[src/rtl/if_stage.sv]
// Instruction-fetch stage: owns the PC, runs a one-outstanding imem handshake and
// feeds decode through a registered output with a one-entry skid buffer.
module if_stage #(
    parameter logic [31:0] RESET_PC = 32'h0000_0000,
    parameter logic [31:0] NOP_INST = 32'h0000_0000
) (
    input  logic        clk,
    input  logic        rst,
    input  logic        cu_wpcir,
    input  logic        cu_branch,
    input  logic [31:0] ID_new_pc,
    output logic        imem_req,
    output logic [31:0] imem_addr,
    input  logic        imem_ready,
    input  logic [31:0] imem_rdata,
    output logic [31:0] if_inst,
    output logic [31:0] if_pc4,
    output logic        if_valid,
    output logic [3:0]  IF_ins_type,
    output logic [3:0]  IF_ins_number,
    output logic        fsm_state
);

    // Handshake: a request is issued while imem_req=1 and completes in the cycle
    // imem_ready=1; decode consumes the output register on every edge with cu_wpcir=0.
    typedef enum logic {FETCH = 1'b0, FULL = 1'b1} state_t;

    state_t      state, state_nx;
    logic [31:0] pc, pc_nx, target, target_nx;
    logic        pend, pend_nx, drop, drop_nx;
    logic [31:0] skid_inst, skid_inst_nx, skid_pc4, skid_pc4_nx;
    logic [31:0] inst_nx, pc4_nx;
    logic        valid_nx;
    logic [3:0]  type_nx, number_nx;
    logic        consume, redir_now, redir_late;
    logic [31:0] next_pc;

    function automatic logic [3:0] ins_type(input logic [31:0] w);
        logic [5:0] op;
        op = w[31:26];
        if (w == 32'd0)                        return 4'd0;
        else if (op == 6'h00)                  return (w[5:0] == 6'h08) ? 4'd2 : 4'd1;
        else if (op >= 6'h08 && op <= 6'h0F)   return 4'd3;
        else if (op == 6'h23)                  return 4'd4;
        else if (op == 6'h2B)                  return 4'd5;
        else if (op == 6'h04 || op == 6'h05)   return 4'd6;
        else if (op == 6'h02 || op == 6'h03)   return 4'd7;
        else                                   return 4'd15;
    endfunction

    assign imem_req  = (state == FETCH);
    assign imem_addr = pc;
    assign fsm_state = state;

    assign consume    = !cu_wpcir;
    assign redir_now  = cu_branch && consume && if_valid;
    assign redir_late = cu_branch && consume && !if_valid;
    // A late redirect accepted on the edge the delay slot arrives goes straight to the target.
    assign next_pc    = redir_late ? ID_new_pc : (pend ? target : pc + 32'd4);

    always_comb begin
        state_nx     = state;
        pc_nx        = pc;
        target_nx    = target;
        pend_nx      = pend;
        drop_nx      = drop;
        skid_inst_nx = skid_inst;
        skid_pc4_nx  = skid_pc4;
        inst_nx      = if_inst;
        pc4_nx       = if_pc4;
        valid_nx     = if_valid;
        type_nx      = IF_ins_type;
        number_nx    = IF_ins_number;
        case (state)
            FETCH: begin
                if (redir_now) begin
                    pc_nx    = ID_new_pc;
                    drop_nx  = !imem_ready;
                    pend_nx  = 1'b0;
                    inst_nx  = NOP_INST;
                    valid_nx = 1'b0;
                    type_nx  = 4'd0;
                end else if (imem_ready && !drop) begin
                    pc_nx   = next_pc;
                    pend_nx = 1'b0;
                    if (consume) begin
                        inst_nx   = imem_rdata;
                        pc4_nx    = pc + 32'd4;
                        valid_nx  = 1'b1;
                        type_nx   = ins_type(imem_rdata);
                        number_nx = IF_ins_number + 4'd1;
                    end else begin
                        skid_inst_nx = imem_rdata;
                        skid_pc4_nx  = pc + 32'd4;
                        state_nx     = FULL;
                    end
                end else begin
                    if (imem_ready) drop_nx = 1'b0;
                    if (consume) begin
                        inst_nx  = NOP_INST;
                        valid_nx = 1'b0;
                        type_nx  = 4'd0;
                    end
                    if (redir_late) begin
                        target_nx = ID_new_pc;
                        pend_nx   = 1'b1;
                    end
                end
            end
            FULL: begin
                if (consume) begin
                    state_nx = FETCH;
                    if (redir_now) begin
                        // Skid holds the word after the delay slot: flush it.
                        pc_nx    = ID_new_pc;
                        pend_nx  = 1'b0;
                        inst_nx  = NOP_INST;
                        valid_nx = 1'b0;
                        type_nx  = 4'd0;
                    end else begin
                        if (redir_late) pc_nx = ID_new_pc;
                        inst_nx   = skid_inst;
                        pc4_nx    = skid_pc4;
                        valid_nx  = 1'b1;
                        type_nx   = ins_type(skid_inst);
                        number_nx = IF_ins_number + 4'd1;
                    end
                end
            end
            default: state_nx = FETCH;
        endcase
    end

    always_ff @(posedge clk or negedge rst) begin
        if (!rst) begin
            state         <= FETCH;
            pc            <= RESET_PC;
            target        <= 32'd0;
            pend          <= 1'b0;
            drop          <= 1'b0;
            skid_inst     <= NOP_INST;
            skid_pc4      <= 32'd0;
            if_inst       <= NOP_INST;
            if_pc4        <= 32'd0;
            if_valid      <= 1'b0;
            IF_ins_type   <= 4'd0;
            IF_ins_number <= 4'd0;
        end else begin
            state         <= state_nx;
            pc            <= pc_nx;
            target        <= target_nx;
            pend          <= pend_nx;
            drop          <= drop_nx;
            skid_inst     <= skid_inst_nx;
            skid_pc4      <= skid_pc4_nx;
            if_inst       <= inst_nx;
            if_pc4        <= pc4_nx;
            if_valid      <= valid_nx;
            IF_ins_type   <= type_nx;
            IF_ins_number <= number_nx;
        end
    end

endmodule
[config.mk]
export PLATFORM = sky130hd
export DESIGN_NAME = if_stage
export DESIGN_NICKNAME = d
export VERILOG_FILES = /design/src/rtl/if_stage.sv
export SDC_FILE = /design/constraint.sdc
export NUM_CORES = 1
export LEC_CHECK = 0
export ABC_CLOCK_PERIOD_IN_PS = 2110
export BUFFER_PORTS_ARGS = -buffer_cell sky130_fd_sc_hd__buf_2
export CORE_MARGIN = 10
export CORE_UTILIZATION = 52
export CTS_BUF_LIST = sky130_fd_sc_hd__clkbuf_8
export DETAILED_ROUTE_END_ITERATION = 6
export PLACE_DENSITY_LB_ADDON = 0.12
export SYNTH_ARGS = -nofsm -noshare
export SYNTH_HDL_FRONTEND = slang
export SYNTH_SLANG_ARGS = --single-unit
[constraint.sdc]
create_clock -name clk -period 2.11 [get_ports clk]
set_clock_uncertainty 0.15 [all_clocks]
set_input_delay 0.3165 -clock clk [delete_from_list [all_inputs] [get_ports clk]]
set_output_delay 0.3165 -clock clk [all_outputs]
set_load 0.005 [all_outputs]
Yosys cells after proc, flatten, opt, wreduce, memory -nomap -nowiden. Cells that the tools add are included.

Bits in registers: 204. Bits of input ports: 69. Output and inout bits: 107. Logic and storage cells: 142.

Add/subtract/negate cells: 2. Magnitude comparators: 4. Equality and inequality tests: 25. Multiplexer cells: 70. Bitwise gates (word level): 3. Reductions and logical operators: 26.

Operator list (count): 2-to-1 mux 32 bit (18); one-hot mux 32 bit (2 select lines) (3); 2-to-1 mux 4 bit (25); logical NOT 32 bit (2); adder 32 x 3 -> 32 bit (second input constant) (1); == test 6 x 2 -> 1 bit (second input constant) (4); == test 6 x 3 -> 1 bit (second input constant) (4); == test 6 bit (second input constant) (4); 2-to-1 mux 1 bit (17); one-hot mux 4 bit (2 select lines) (2); == test 6 x 4 -> 1 bit (second input constant) (2); greater-or-equal comparator 6 x 4 -> 1 bit (second input constant) (2); less-or-equal comparator 6 x 4 -> 1 bit (second input constant) (2); logical NOT 6 bit (2); inequality test 2 bit (second input constant) (5); AND reduction 3 bit (3); AND reduction 4 bit (2); logical AND 1 bit (6); inequality test 3 x 1 -> 1 bit (second input constant) (2); one-hot mux 1 bit (2 select lines) (3); AND reduction 5 bit (1); adder 4 x 1 -> 4 bit (second input constant) (1); logical NOT 1 bit (4); logical OR 1 bit (4); other kinds (7) (11).

Longest topological paths before layout.
Depth in word-level cells: 13. Gate-level depth with buffers: 8. Depth with buffers taken out: 6.

Worst setup path after synthesis. Ideal clock, no wire load.

Path kind: register -> register. Start: register pc[2], in the netlist imem_addr[2]. End: register pc[30], in the netlist imem_addr[30]. Library setup time: 0.082 ns. Data arrival time: 1.944 ns. Data required time: 1.878 ns. Path slack: -0.066 ns. Stages on the path, launching flop included: 7. Buffers on the path: 0. Period minus slack after synthesis: 2.176 ns. Path through: dfrtp_1 -> ha_1 -> nand4_1 -> nor4_1 -> nand3_1 -> o31a_1 -> o22ai_1.

Cells in the longest elaborated chain, start to end: 6.

RTL lines: from (decl) (RTL line 29) `logic [31:0] pc, pc_nx, target, target_nx;`; from (signal assigned) (RTL line 150) `pc <= pc_nx;`; adder 32 x 3 -> 32 bit (RTL line 59) `assign next_pc = redir_late ? ID_new_pc : (pend ? target : pc + 32'd4);`; 2-to-1 mux 32 bit (2 in series) (RTL line 59); 2-to-1 mux 32 bit (RTL line 83) `end else if (imem_ready && !drop) begin`; 2-to-1 mux 32 bit (RTL line 76) `if (redir_now) begin`; one-hot mux 32 bit (2 select lines) (RTL line 74) `case (state)`.

No other way between the ends. The select of a mux whose other input is x is not followed. A chain may end at the register's enable or synchronous reset.

Worst setup path after layout.
Start: register skid_inst[24]. End: register IF_ins_type[0].

Cells in the longest elaborated chain, start to end: 5.

RTL lines: from (decl) (RTL line 31) `logic [31:0] skid_inst, skid_inst_nx, skid_pc4, skid_pc4_nx;`; from (signal assigned) (RTL line 154) `skid_inst <= skid_inst_nx;`; logical NOT 32 bit (RTL line 41) `if (w == 32'd0) return 4'd0;`; 2-to-1 mux 4 bit (RTL line 41); 2-to-1 mux 4 bit (RTL line 113) `if (redir_now) begin`; 2-to-1 mux 4 bit (RTL line 111) `if (consume) begin`; one-hot mux 4 bit (2 select lines) (RTL line 74); to (signal assigned) (RTL line 159) `IF_ins_type <= type_nx;`; to (decl) (RTL line 19) `output logic [3:0] IF_ins_type,`.

No other way between the ends. The select of a mux whose other input is x is not followed.

==> flow_summary_export.csv <==
group,metric,value,unit
outcome,status,"complete, no violations",
setup_path,max_stage_delay,510,ps
setup_path,reg2reg_to,"IF_ins_type[0]$_DFFE_PN0P_",
synth,syn_inst,1062,
synth,synthFlopType,"dfrtp_1",
placement,io_buffers,175,
synth,synth_area_leaders,"dfrtp_1 (52%), nand2_1 (8.4%), o21ai_0 (5.6%), mux2_2 (3.7%), a22oi_1 (3.5%)",
cts,clkLatencyLatePin,530,ps
sta,finalCritPeriodShare,99.2,%
synth,yosys.area.top_type_share,51.7,%
power,peakVddDrop,0.693,mV
sta,tightest_slew,490,ps
synth,ys_ff_latch,204,
sta,max_freq,0.478,GHz
sta,setup_slack,17.9,ps
synth,synth-warning-count,0,
setup_path,cp.depth,4,
global_route,gr-usage-all-layers,23.7,%
global_route,grt_max_degree,57,
setup_path,cp_cell_sequence,"or4_1 -> o41ai_1 -> a211oi_1 -> a221o_1",
synth,synthArstFlopShare,100,%
setup_path,r2r-start,"skid_inst[24]$_DFFE_PN0P_",
layout,drive_gt1_share,28.0,%
cts,root_buffer,"clkbuf_8",
sta,report.final.slew_viol_count,0,
layout,nets,1433,
drt,first_pass_iters,5,
global_route,grt_overflow,0,
setup_path,cp-endpoint,"IF_ins_type[0]$_DFFE_PN0P_",
drt,vias,9169,
power,p_per_area,1020,nW/um2
setup_path,crit_buf_inv,0,
cts,cts.sinks,204,
cts,cts_buffers,37,
drt,drt_iter0_markers,757,
setup_path,crit_family,"compound AO/OA/AOI/OAI gates",
hold_path,holdCritPathClass,"in -> reg",
synth,synth_enable_flop_cells,0,
sta,timing.hold.ws,148,ps
synth,yosysSeqAreaShare,51.7,%
synth,synth_area,9870,um2
floorplanning,start_util,52.8,%
setup_path,critical_path.endpoint_type,"flop",
setup_path,startpoint_type,"flop",
power,p_leak,0.00610,uW
placement,dp_hpwl,20800,um
setup_path,cpMaxStageDelayCell,"or4_1",
sta,setup_viol,0,
layout,multi_input_area,4560,um2
sta,slew_headroom,67.3,%
floorplanning,core_area,18700,um2
layout,area_delta_synth_final,33.0,%
sta,hold_viol,0,
global_route,grt_pass1_vias,8990,
cts,clkTransAtPathRegs,60,ps
floorplanning,die_w,158,um
setup_path,required,2350,ps
drt,drc,0,
synth,synth.net_count,1133,
layout,fillers,1451,
synth,synth_most_common_cell,"nand2_1",
setup_path,cp-startpoint,"skid_inst[24]$_DFFE_PN0P_",
placement,gp_congestion,0.908,
layout,stdcell_count,1621,
cts,htree_levels,2,
drt,wl_per_cell,18.3,um
sta,rsz0062_at_grt,"yes",
synth,synth.largest_area_cell,"dfrtp_1",
floorplanning,dieArea,24900,um2
setup_path,rr_worst_depth,4,
cts,cts_tree,"built",
drt,drtAntennaViolNets,0,
sta,fin_crit,2090,ps
job,maxCapViolCount,0,
synth,synth_cell_types,55,
drt,wl,29700,um
setup_path,crit_fanout,3,
setup_path,reg2reg_setup_slack,20,ps
floorplanning,pin_count,176,
drt,viasPerCell,5.66,
floorplanning,rows,50,
layout,seq_area,5110,um2
setup_path,critPathKind,"reg -> reg",
placement,post-place-cells,1486,
placement,post-place-ws,-5.24,ps
layout,diodes,0,
global_route,antenna_found_initial,0,
floorplanning,die_y,158,um
setup_path,critPathArrivalTime,2340,ps
global_route,grt_pass1_wl,47900,um
cts,clk_path_buf_depth,3,
synth,syn_area_per_cell,9.30,um2
synth,synth_commonest_cells,"nand2_1 (221), dfrtp_1 (204), o21ai_0 (111)",
## sequential cells by signal, summed over array words and instances, names as in the netlist
signal	count
fsm_state	1
pend	1
if_inst	32
skid_pc4	32
IF_ins_type	4
skid_inst	32
if_valid	1
drop	1
if_pc4	32
IF_ins_number	4
imem_addr	32
target	32
## cells in the final DEF, fill, tap and decap left out, drive strengths merged, types with 34 or more instances in the layout
cell,n
nor2,55
dfrtp,204
a22oi,46
dlygate4sd3,66
nand2,221
o21ai,111
clkbuf,47
mux2,34
buf,272
## stage by stage
stage / TNS [ps] / util [%] / power, uW / area [um2]
CTS: 0 / 69.5 / 13400 / 13000
floorplan: -2.73 / - / 7750 / 9880
global placement: 0 / 62.0 / 9570 / 11600
finish: 0 / 70.2 / 13400 / 13100
global route: -149 / 70.2 / 14200 / 13100
detailed placement: -5.24 / 62.0 / 9700 / 11600
## how the worst min path moves through the flow
stage	cells after the start	slack [ps]	from	to
global route	4	170	cu_wpcir	if_valid$_DFFE_PN0P_
finish	4	150	cu_wpcir	if_valid$_DFFE_PN0P_
global placement	1	180	rst	if_inst[27]$_DFFE_PN0P_
CTS	4	120	cu_wpcir	if_valid$_DFFE_PN0P_
detailed placement	1	180	rst	if_inst[30]$_DFFE_PN0P_
floorplan	0	-130	rst	IF_ins_number[0]$_DFFE_PN0P_
## report_power, final
group          internal (uW)  switching (uW)
registers               5050             782
logic                   1920            2070
clock network           1950            1610
total                   8920            4460
## worst register-to-register path: cells and delay by family, from the launching register on
family          cells  cell delay (ps)
compound gates      3              900
flops               1              390
simple gates        1              510
## layer usage
layer	GRT usage, %	vias to the layer above	share of wire (%)
li1	-	4424	-
met1	31.6	4381	44
met2	38.4	323	47
met3	4.67	41	6.9
met4	6.81	0	1.8
met5	0	-	0
## area by class of cell
type | count | area share, %
multi-input cells | 769 | 34.7
repair buffers | 339 | 18.4
well taps | 234 | 2.23
flip-flops and latches | 204 | 38.9
clock buffers | 46 | 4.82
inverters | 11 | 0.343
clock inverters | 18 | 0.581
## timing repair
| item | CTS | global route |
|---|---|---|
| setup buffers | 0 | 5 |
| pin swaps | 0 | 9 |
| endpoints found under the hold margin | 151 | 0 |
| resized for setup | 4 | 25 |
| hold buffers | 66 | 0 |
| setup endpoints to repair | 2 | 40 |
## kinds of logic after synthesis
group	Yosys count	share of synthesized area [%]
adder cells (fa/ha/maj)	2	0.253
multiplexers	41	4.59
flip-flops	204	51.7
XOR/XNOR	19	1.69
AO/OA/AOI/OAI	287	18.7
AND/OR/NAND/NOR	420	19.6
buffers and inverters	89	3.54
Note: power is estimated with default switching activity, not from simulation.
